## config.mk

```make
export PLATFORM = sky130hd
export DESIGN_NAME = uart_tx_arbiter
export DESIGN_NICKNAME = d
export VERILOG_FILES = /design/src/rtl/uart_tx_arbiter.sv
export SDC_FILE = /design/constraint.sdc
export NUM_CORES = 1
export LEC_CHECK = 0
export CAP_MARGIN = 10
export CELL_PAD_IN_SITES_DETAIL_PLACEMENT = 1
export CELL_PAD_IN_SITES_GLOBAL_PLACEMENT = 1
export CORE_MARGIN = 1.5
export CORE_UTILIZATION = 37
export CTS_BUF_LIST = sky130_fd_sc_hd__clkbuf_16
export DETAILED_ROUTE_END_ITERATION = 10
export GPL_TIMING_DRIVEN = 0
export PLACE_DENSITY = 0.9
export SLEW_MARGIN = 10
export SYNTH_ARGS = -nofsm -noshare
export SYNTH_HDL_FRONTEND = slang
export SYNTH_SLANG_ARGS = --single-unit
```

## constraint.sdc

```tcl
create_clock -name system_clk -period 2.71 [get_ports system_clk]
set_clock_uncertainty 0.2 [all_clocks]
set_input_delay 0.542 -clock system_clk [delete_from_list [all_inputs] [get_ports system_clk]]
set_output_delay 0.542 -clock system_clk [all_outputs]
set_load 0.01 [all_outputs]
```

## src/rtl/uart_tx_arbiter.sv

```systemverilog
// Round-robin arbiter sharing one 8N1 UART transmitter between NUM_REQ byte producers.
// A grant in IDLE latches the byte and starts the frame on the next edge; txd comes straight from a flop.
module uart_tx_arbiter #(
    parameter int NUM_REQ      = 4,
    parameter int CLKS_PER_BIT = 868,
    parameter int ID_W         = 2
) (
    input  logic                   system_clk,
    input  logic                   reset_n,
    input  logic                   system_clk_locked,
    input  logic [NUM_REQ-1:0]     req_valid,
    input  logic [8*NUM_REQ-1:0]   req_data,
    output logic [NUM_REQ-1:0]     req_ready,
    output logic                   uart0_txd,
    output logic                   busy,
    output logic [ID_W-1:0]        grant_id
);

    localparam int NUM_SLOTS = 2 ** ID_W;
    localparam int BAUD_W    = $clog2(CLKS_PER_BIT);
    localparam logic [BAUD_W-1:0] BAUD_LAST = BAUD_W'(CLKS_PER_BIT - 1);
    localparam logic [ID_W:0]     NUM_REQ_W = (ID_W + 1)'(NUM_REQ);
    localparam logic [ID_W-1:0]   LAST_ID   = ID_W'(NUM_REQ - 1);

    typedef enum logic [1:0] {IDLE, START, DATA, STOP} state_t;

    state_t              state_reg, state_next;
    logic [ID_W-1:0]     ptr_reg;
    logic [ID_W-1:0]     grant_id_reg;
    logic [7:0]          shift_reg;
    logic [BAUD_W-1:0]   baud_cnt_reg;
    logic [2:0]          bit_cnt_reg;
    logic                txd_reg;

    logic                grant;
    logic                sel_found;
    logic [ID_W-1:0]     sel_idx;
    logic [ID_W:0]       cand;
    logic                baud_end;

    // Pad requests and bytes to a power of two so unused slots can never win.
    logic [NUM_SLOTS-1:0] valid_ext;
    logic [7:0]           req_bytes [NUM_SLOTS];

    assign valid_ext = NUM_SLOTS'(req_valid);

    generate
        for (genvar gi = 0; gi < NUM_SLOTS; gi++) begin : g_bytes
            if (gi < NUM_REQ) begin : g_real
                assign req_bytes[gi] = req_data[8*gi +: 8];
            end else begin : g_pad
                assign req_bytes[gi] = 8'h00;
            end
        end
    endgenerate

    // First valid requester at or after the pointer, wrapping modulo NUM_REQ.
    always_comb begin
        sel_found = 1'b0;
        sel_idx   = '0;
        cand      = '0;
        for (int off = 0; off < NUM_REQ; off++) begin
            cand = {1'b0, ptr_reg} + (ID_W + 1)'(off);
            if (cand >= NUM_REQ_W) begin
                cand = cand - NUM_REQ_W;
            end
            if (!sel_found && valid_ext[cand[ID_W-1:0]]) begin
                sel_found = 1'b1;
                sel_idx   = cand[ID_W-1:0];
            end
        end
    end

    assign baud_end = (baud_cnt_reg == BAUD_LAST);

    always_ff @(posedge system_clk or negedge reset_n) begin
        if (!reset_n) begin
            state_reg <= IDLE;
        end else begin
            state_reg <= state_next;
        end
    end

    always_comb begin
        state_next = state_reg;
        case (state_reg)
            IDLE:  if (grant) state_next = START;
            START: if (baud_end) state_next = DATA;
            DATA:  if (baud_end && bit_cnt_reg == 3'd7) state_next = STOP;
            STOP:  if (baud_end) state_next = IDLE;
            default: state_next = IDLE;
        endcase
    end

    always_comb begin
        grant = (state_reg == IDLE) && system_clk_locked && (|req_valid);
        busy  = (state_reg != IDLE);
    end

    generate
        for (genvar gi = 0; gi < NUM_REQ; gi++) begin : g_ready
            assign req_ready[gi] = grant && (sel_idx == ID_W'(gi));
        end
    endgenerate

    always_ff @(posedge system_clk or negedge reset_n) begin
        if (!reset_n) begin
            ptr_reg      <= '0;
            grant_id_reg <= '0;
            shift_reg    <= '0;
            baud_cnt_reg <= '0;
            bit_cnt_reg  <= '0;
            txd_reg      <= 1'b1;
        end else begin
            case (state_reg)
                IDLE: begin
                    baud_cnt_reg <= '0;
                    bit_cnt_reg  <= '0;
                    if (grant) begin
                        shift_reg    <= req_bytes[sel_idx];
                        grant_id_reg <= sel_idx;
                        ptr_reg      <= (sel_idx == LAST_ID) ? '0 : sel_idx + ID_W'(1);
                        txd_reg      <= 1'b0;
                    end
                end
                START: begin
                    if (baud_end) begin
                        baud_cnt_reg <= '0;
                        txd_reg      <= shift_reg[0];
                    end else begin
                        baud_cnt_reg <= baud_cnt_reg + BAUD_W'(1);
                    end
                end
                DATA: begin
                    if (baud_end) begin
                        baud_cnt_reg <= '0;
                        if (bit_cnt_reg == 3'd7) begin
                            txd_reg <= 1'b1;
                        end else begin
                            bit_cnt_reg <= bit_cnt_reg + 3'd1;
                            shift_reg   <= {1'b0, shift_reg[7:1]};
                            txd_reg     <= shift_reg[1];
                        end
                    end else begin
                        baud_cnt_reg <= baud_cnt_reg + BAUD_W'(1);
                    end
                end
                STOP: begin
                    txd_reg <= 1'b1;
                    if (baud_end) begin
                        baud_cnt_reg <= '0;
                    end else begin
                        baud_cnt_reg <= baud_cnt_reg + BAUD_W'(1);
                    end
                end
                default: txd_reg <= 1'b1;
            endcase
        end
    end

    assign uart0_txd = txd_reg;
    assign grant_id  = grant_id_reg;

endmodule

```

; ---- Word level (Yosys, flattened, before mapping)
; Cells that the tools add are included.
; Widths: inputs -> output; s select.
[word_totals]
inputBits = 39
register_bits = 28
out_inout_bits = 8
[op_classes]
n_eq_ne = 14
addsub = 10
n_lt_le_gt_ge = 9
n_bitwise = 1
reduce_logical = 24
muxes = 42
[op_table]
columns = op, n
row1 = $mux 8, 5
row2 = $mux 2, 13
row3 = $pmux 10 s2, 1
row4 = $bmux 8 s2, 1
row5 = $pmux 8 s2, 1
row6 = $ge 3x3->1 const B, 4
row7 = $lt 2x3->1 const B, 4
row8 = $ne 2x2->1 const B, 6
row9 = $mux 1, 11
row10 = $add 10x1->10 const B, 1
row11 = $eq 10x10->1 const B, 1
row12 = $logic_and 1x1->1, 10
row13 = $mux 10, 1
row14 = $bmux 1 s2, 4
row15 = $eq 2x2->1 const B, 4
row16 = $pmux 2 s4, 1
row17 = $reduce_and 4->1, 2
row18 = $sub 2x1->2 const B, 4
row19 = $add 2x2->3 const B, 2
row20 = $mux 3, 2
row21 = $pmux 3 s2, 1
row22 = $reduce_and 3->1, 2
row23 = $eq 2x1->1 const B, 2
row24 = $logic_not 2->1, 2
row25 = 12 further kinds, 15

; ---- Depth between registers and ports, before layout
[depth]
depth_word = 20
mapped_depth = 8
ltp_nobuf = 7

; ---- Worst setup path after synthesis
; No wires, ideal clock.
[synth_timing]
kind = input-to-output
start = input port req_valid[2]
end = output port req_ready[0]
cell_stages = 7
t_arrival_ps = 1755
slack_ps = 213
n_path_buf = 1
path_cell_list = mux2i_1 nor2_1 a311oi_1 buf_2 inv_1 ha_1 and2_1
[synth_between]
elab_chain_len = 14
word_cells_on_any_way = 25
[synth_lines]
columns = item, line
row1 = "start, declared", 11  ; input logic [NUM_REQ-1:0] req_valid,
row2 = $bmux 1 s2, 67  ; if (!sel_found && valid_ext[cand[ID_W-1:0]]) begin
row3 = $mux 1 (not written as such), 67
row4 = $mux 1, 67
row5 = $logic_not 1->1, 67
row6 = $logic_and 1x1->1, 67
row7 = $mux 1, 67
row8 = $logic_not 1->1, 67
row9 = $logic_and 1x1->1, 67
row10 = $mux 1, 67
row11 = $logic_not 1->1, 67
row12 = $logic_and 1x1->1, 67
row13 = $mux 2 *, 67
row14 = named net sel_idx[0], 37  ; logic [ID_W-1:0] sel_idx;
row15 = $logic_not 2->1 *, 102  ; assign req_ready[gi] = grant && (sel_idx == ID_W'(gi));
row16 = $logic_and 1x1->1 *, 102
row17 = "end, declared", 13  ; output logic [NUM_REQ-1:0] req_ready,
; The timed path passes the listed nets; every way through them passes the cells marked *. The select of a mux whose other input is x is not followed.

; ---- Final worst setup path
[layout_timing]
start = register ptr_reg[1]
end = output port req_ready[0]
[layout_between]
elab_chain_len = 16
word_cells_on_any_way = 38
[layout_lines]
columns = item, line
row1 = "start, declared", 28  ; logic [ID_W-1:0] ptr_reg;
row2 = "start signal, assigned", 122  ; ptr_reg <= (sel_idx == LAST_ID) ? '0 : sel_idx + ID_W'(1);
row3 = branches (longest 13 deep; another with $add 2x1->3), --
row4 = $mux 2 *, 67
row5 = named net sel_idx[0], 37
row6 = $logic_not 2->1 *, 102
row7 = $logic_and 1x1->1 *, 102
; Mark *: on every way through the listed nets, which the timed path passes. The select of a mux whose other input is x is not followed.

==> results by group <==
Clock tree
  – Worst-Skew Late Latency: around 0.26 ns
  – Maximum clock path buffer count: 2
  – CTS Buf Count: 3
  – CTS Sinks: 28
  – CTS Hold Bufs: 0
  – Clk slew on worst S/H paths: 0.07 ns
  – CTS tree: built
  – H-tree level count: 1
  – Root Buffer: clkbuf_16

Synthesis
  – Main synth FF type: dfrtp_1
  – YS warnings: 0
  – Xor and xnor area share after synthesis: around 4.3%
  – Yosys reg bits: 28
  – Fraction of the mapped netlist area in compound gates: between 10% and 20%
  – Synth Instances: approximately 180
  – Largest family of logic cells by synthesized area: multiplexers
  – Top cells by area, synth: dfrtp_1 (37%), mux2i_1 (9.3%), ha_1 (8.2%)
  – Synth Area in Simple Gates: 15.6%
  – Top-count cell post-synth: dfrtp_1
  – Adder-cell share of the synthesized area: under 10%
  – Async SR Flop Fraction: 100%
  – Syn_nets: about 230
  – Leading area contributor after synthesis: dfrtp_1
  – Avg Cell Area, Syn: ~10 um^2
  – Cell area after synthesis: approximately 1800 um^2
  – Most common library cells after synthesis: dfrtp_1 (27), nor2_1 (22), mux2i_1 (17)
  – Multiplexer share of the synthesized area: 16.7%
  – Post-synthesis cell type count: 38
  – Share of the synthesized area in the top cell type: roughly 37%
  – EDFF count, synth: 0
  – Sequential share of the synthesized area: 38.4%

Drt
  – DRC Markers: 0
  – Pre-Repair DR Iteration Count: 5
  – WL/cell: approximately 20 um
  – WL final: 6360 um
  – Vias per cell: around 5.2
  – Via count: around 1700
  – Final ANT Viol Nets: 0
  – Detailed Route Iter0 Violations: approximately 50

Timing
  – Hold Worst Slack: around 0.095 ns
  – Max-slew violations: 0
  – Setup violators final: 0
  – Worst-Margin Slew: 0.636 ns
  – Final Critical Period: between 2 and 3 ns
  – Unrepaired setup endpoints after global routing: true
  – F_max: about 370 MHz
  – Hold Vio Cnt, Final: 0
  – Final Cycle Share: roughly 100%
  – Slew headroom: between 50 and 60%

Layout
  – Final Instance Area: about 2800 um^2
  – Final nets: between 300 and 400
  – Share of layout cells above drive strength 1: a little under a third
  – Final Util: approximately three fifths
  – Multi-input logic area: approximately 1200 um^2
  – Area growth, synth to finish: 53.7%
  – Antenna cell count: 0
  – Fillers: approximately 520
  – Max reg flops: 10
  – Seq. cell area: about 700 um^2

Placement
  – Placed inst area: between 2000 and 2500 um^2
  – Routability cong.: roughly 0.80
  – DP Wirelength: around 3500 um
  – Input/output buffers: 46

Floorplanning
  – Core Region: about 4800 um^2
  – Die Wd: roughly 73 um
  – Row count: 25
  – Full die area: 5370 um^2
  – Io pins: 47
  – Starting Density: 38.4%
  – Chip height: between 70 and 80 um

Power and ir drop
  – PwrDens: between 400 and 500 nW/um^2
  – Clock power share: approximately 38%
  – Seq pwr share: 36.4%
  – Worst vdd ir: approximately 0.00024 V
  – Leakage Power: about 1.3 nW
  – P_sw: ~0.27 mW
  – Sw Share: a little under a quarter
  – Logic gate share of total power: between 20 and 30%
  – P_int: between 0.8 and 0.9 mW

Worst setup path
  – Crit-path most repeated cell: buf_6
  – Crit Path Max Fanout: 3
  – Crit-path cells: mux2i_2 > nor2_2 > a311oi_4 > buf_6 > buf_6 > inv_4 > ha_4 > and2_4 > buf_6
  – CP bufs+invs: 4
  – Crit start category: flop
  – Critical path data arrival time: 1.96 ns
  – Crit. End Element: output pin
  – Slowest stage delay, CP: about 0.4 ns
  – Crit Path Class: flop to output pin
  – Reg-to-reg critical path startpoint: ptr_reg[1]
  – Setup crit start: ptr_reg[1]
  – Delay-heaviest family, CP: flip-flops
  – CP Data Required Time: about 2 ns
  – Critical-path top delay cell: dfrtp_2

GRT
  – Tot GR Track Use: 23.1%
  – Global route overflow: 0
  – Vias in the first global route: between 1500 and 2000
  – Largest net degree at the start of global routing: 29
  – Initial antenna violation count: 0
  – First-pass GRT wire length: 9380 um

Flow run
  – Max-cap violations: 0

Status
  – Run status: completed

Min path
  – Hold Path Class: input port to asynchronous set/reset pin
==> final timing paths <==
check                                  endpoint  slack (ns)  cells past startpoint
worst max-delay path               req_ready[0]       0.007                      9
max in group asynchronous            ptr_reg[1]        1.77                      1
worst min register to register  baud_cnt_reg[0]        0.30                      1
worst min-delay path                grant_id[0]        0.09                      1
min in group system_clk         baud_cnt_reg[0]        0.30                      1
worst max register to register     shift_reg[2]        0.14                     13
==> cell type report <==
cell class,count,area share [%]
plain buffers,4,1.38
well taps,67,2.98
multi-input cells,136,41.4
inverters,13,1.83
clock buffers,3,2.67
repair buffers,70,23.7
clock inverters,1,1.07
flip-flops and latches,28,25.0
==> metal layers <==
layer | GRT usage (%) | share of wire [%] | wire [um] | up-vias
li1 | - | - | - | 788
met1 | 27.7 | 40 | 2570 | 812
met2 | 42.3 | 53 | 3350 | 48
met3 | 2.88 | 3.5 | 221 | 20
met4 | 7.82 | 3.4 | 214 | 0
met5 | 0 | 0 | 0 | -
==> metrics by stage <==
stage	instances	setup TNS [ns]	worst slack, ns	power (mW)
2_1_floorplan	182	0	0.213	0.520
3_3_place_gp	295	-4.10	-0.898	0.604
3_5_place_dp	295	-6.05	-1.08	0.612
4_1_cts	321	-0.00285	-0.00168	1.13
5_1_grt	322	-0.232	-0.0719	1.21
6_report	322	0	0.00691	1.17
==> cells by family after synthesis <==
group                    after synthesis
AO/OA/AOI/OAI                         33
XOR/XNOR                               9
adder cells (fa/ha/maj)               12
buffers and inverters                 18
flip-flops                            28
multiplexers                          29
AND/OR/NAND/NOR                       53
==> placed cells by master, fill, tap and decap left out, types with 7 or more instances in the layout <==
cell type,Yosys,routed
inv_1,13,11
a21oi_1,11,9
mux2i_1,17,16
nand3_1,10,10
ha_1,12,10
clkdlybuf4s50_1,0,37
dfrtp_1,27,26
nor2_1,22,20
buf_4,1,19
buf_6,1,7
mux2_2,12,11
==> power by group through the flow <==
stage          combinational (mW)  clock, mW  sequential [mW]
2_1_floorplan              0.0863          0            0.433
3_3_place_gp                0.171          0            0.433
3_5_place_dp                0.178          0            0.433
4_1_cts                     0.266      0.441            0.425
5_1_grt                     0.317      0.464            0.426
6_report                    0.303      0.441            0.426
==> what timing repair did <==
item,in CTS,in global routing
setup endpoints to repair,7,6
buffers inserted,23,3
resized for setup,46,23
gates cloned,1,0
pin swaps,4,5
Power figures use the tool's default switching activity.
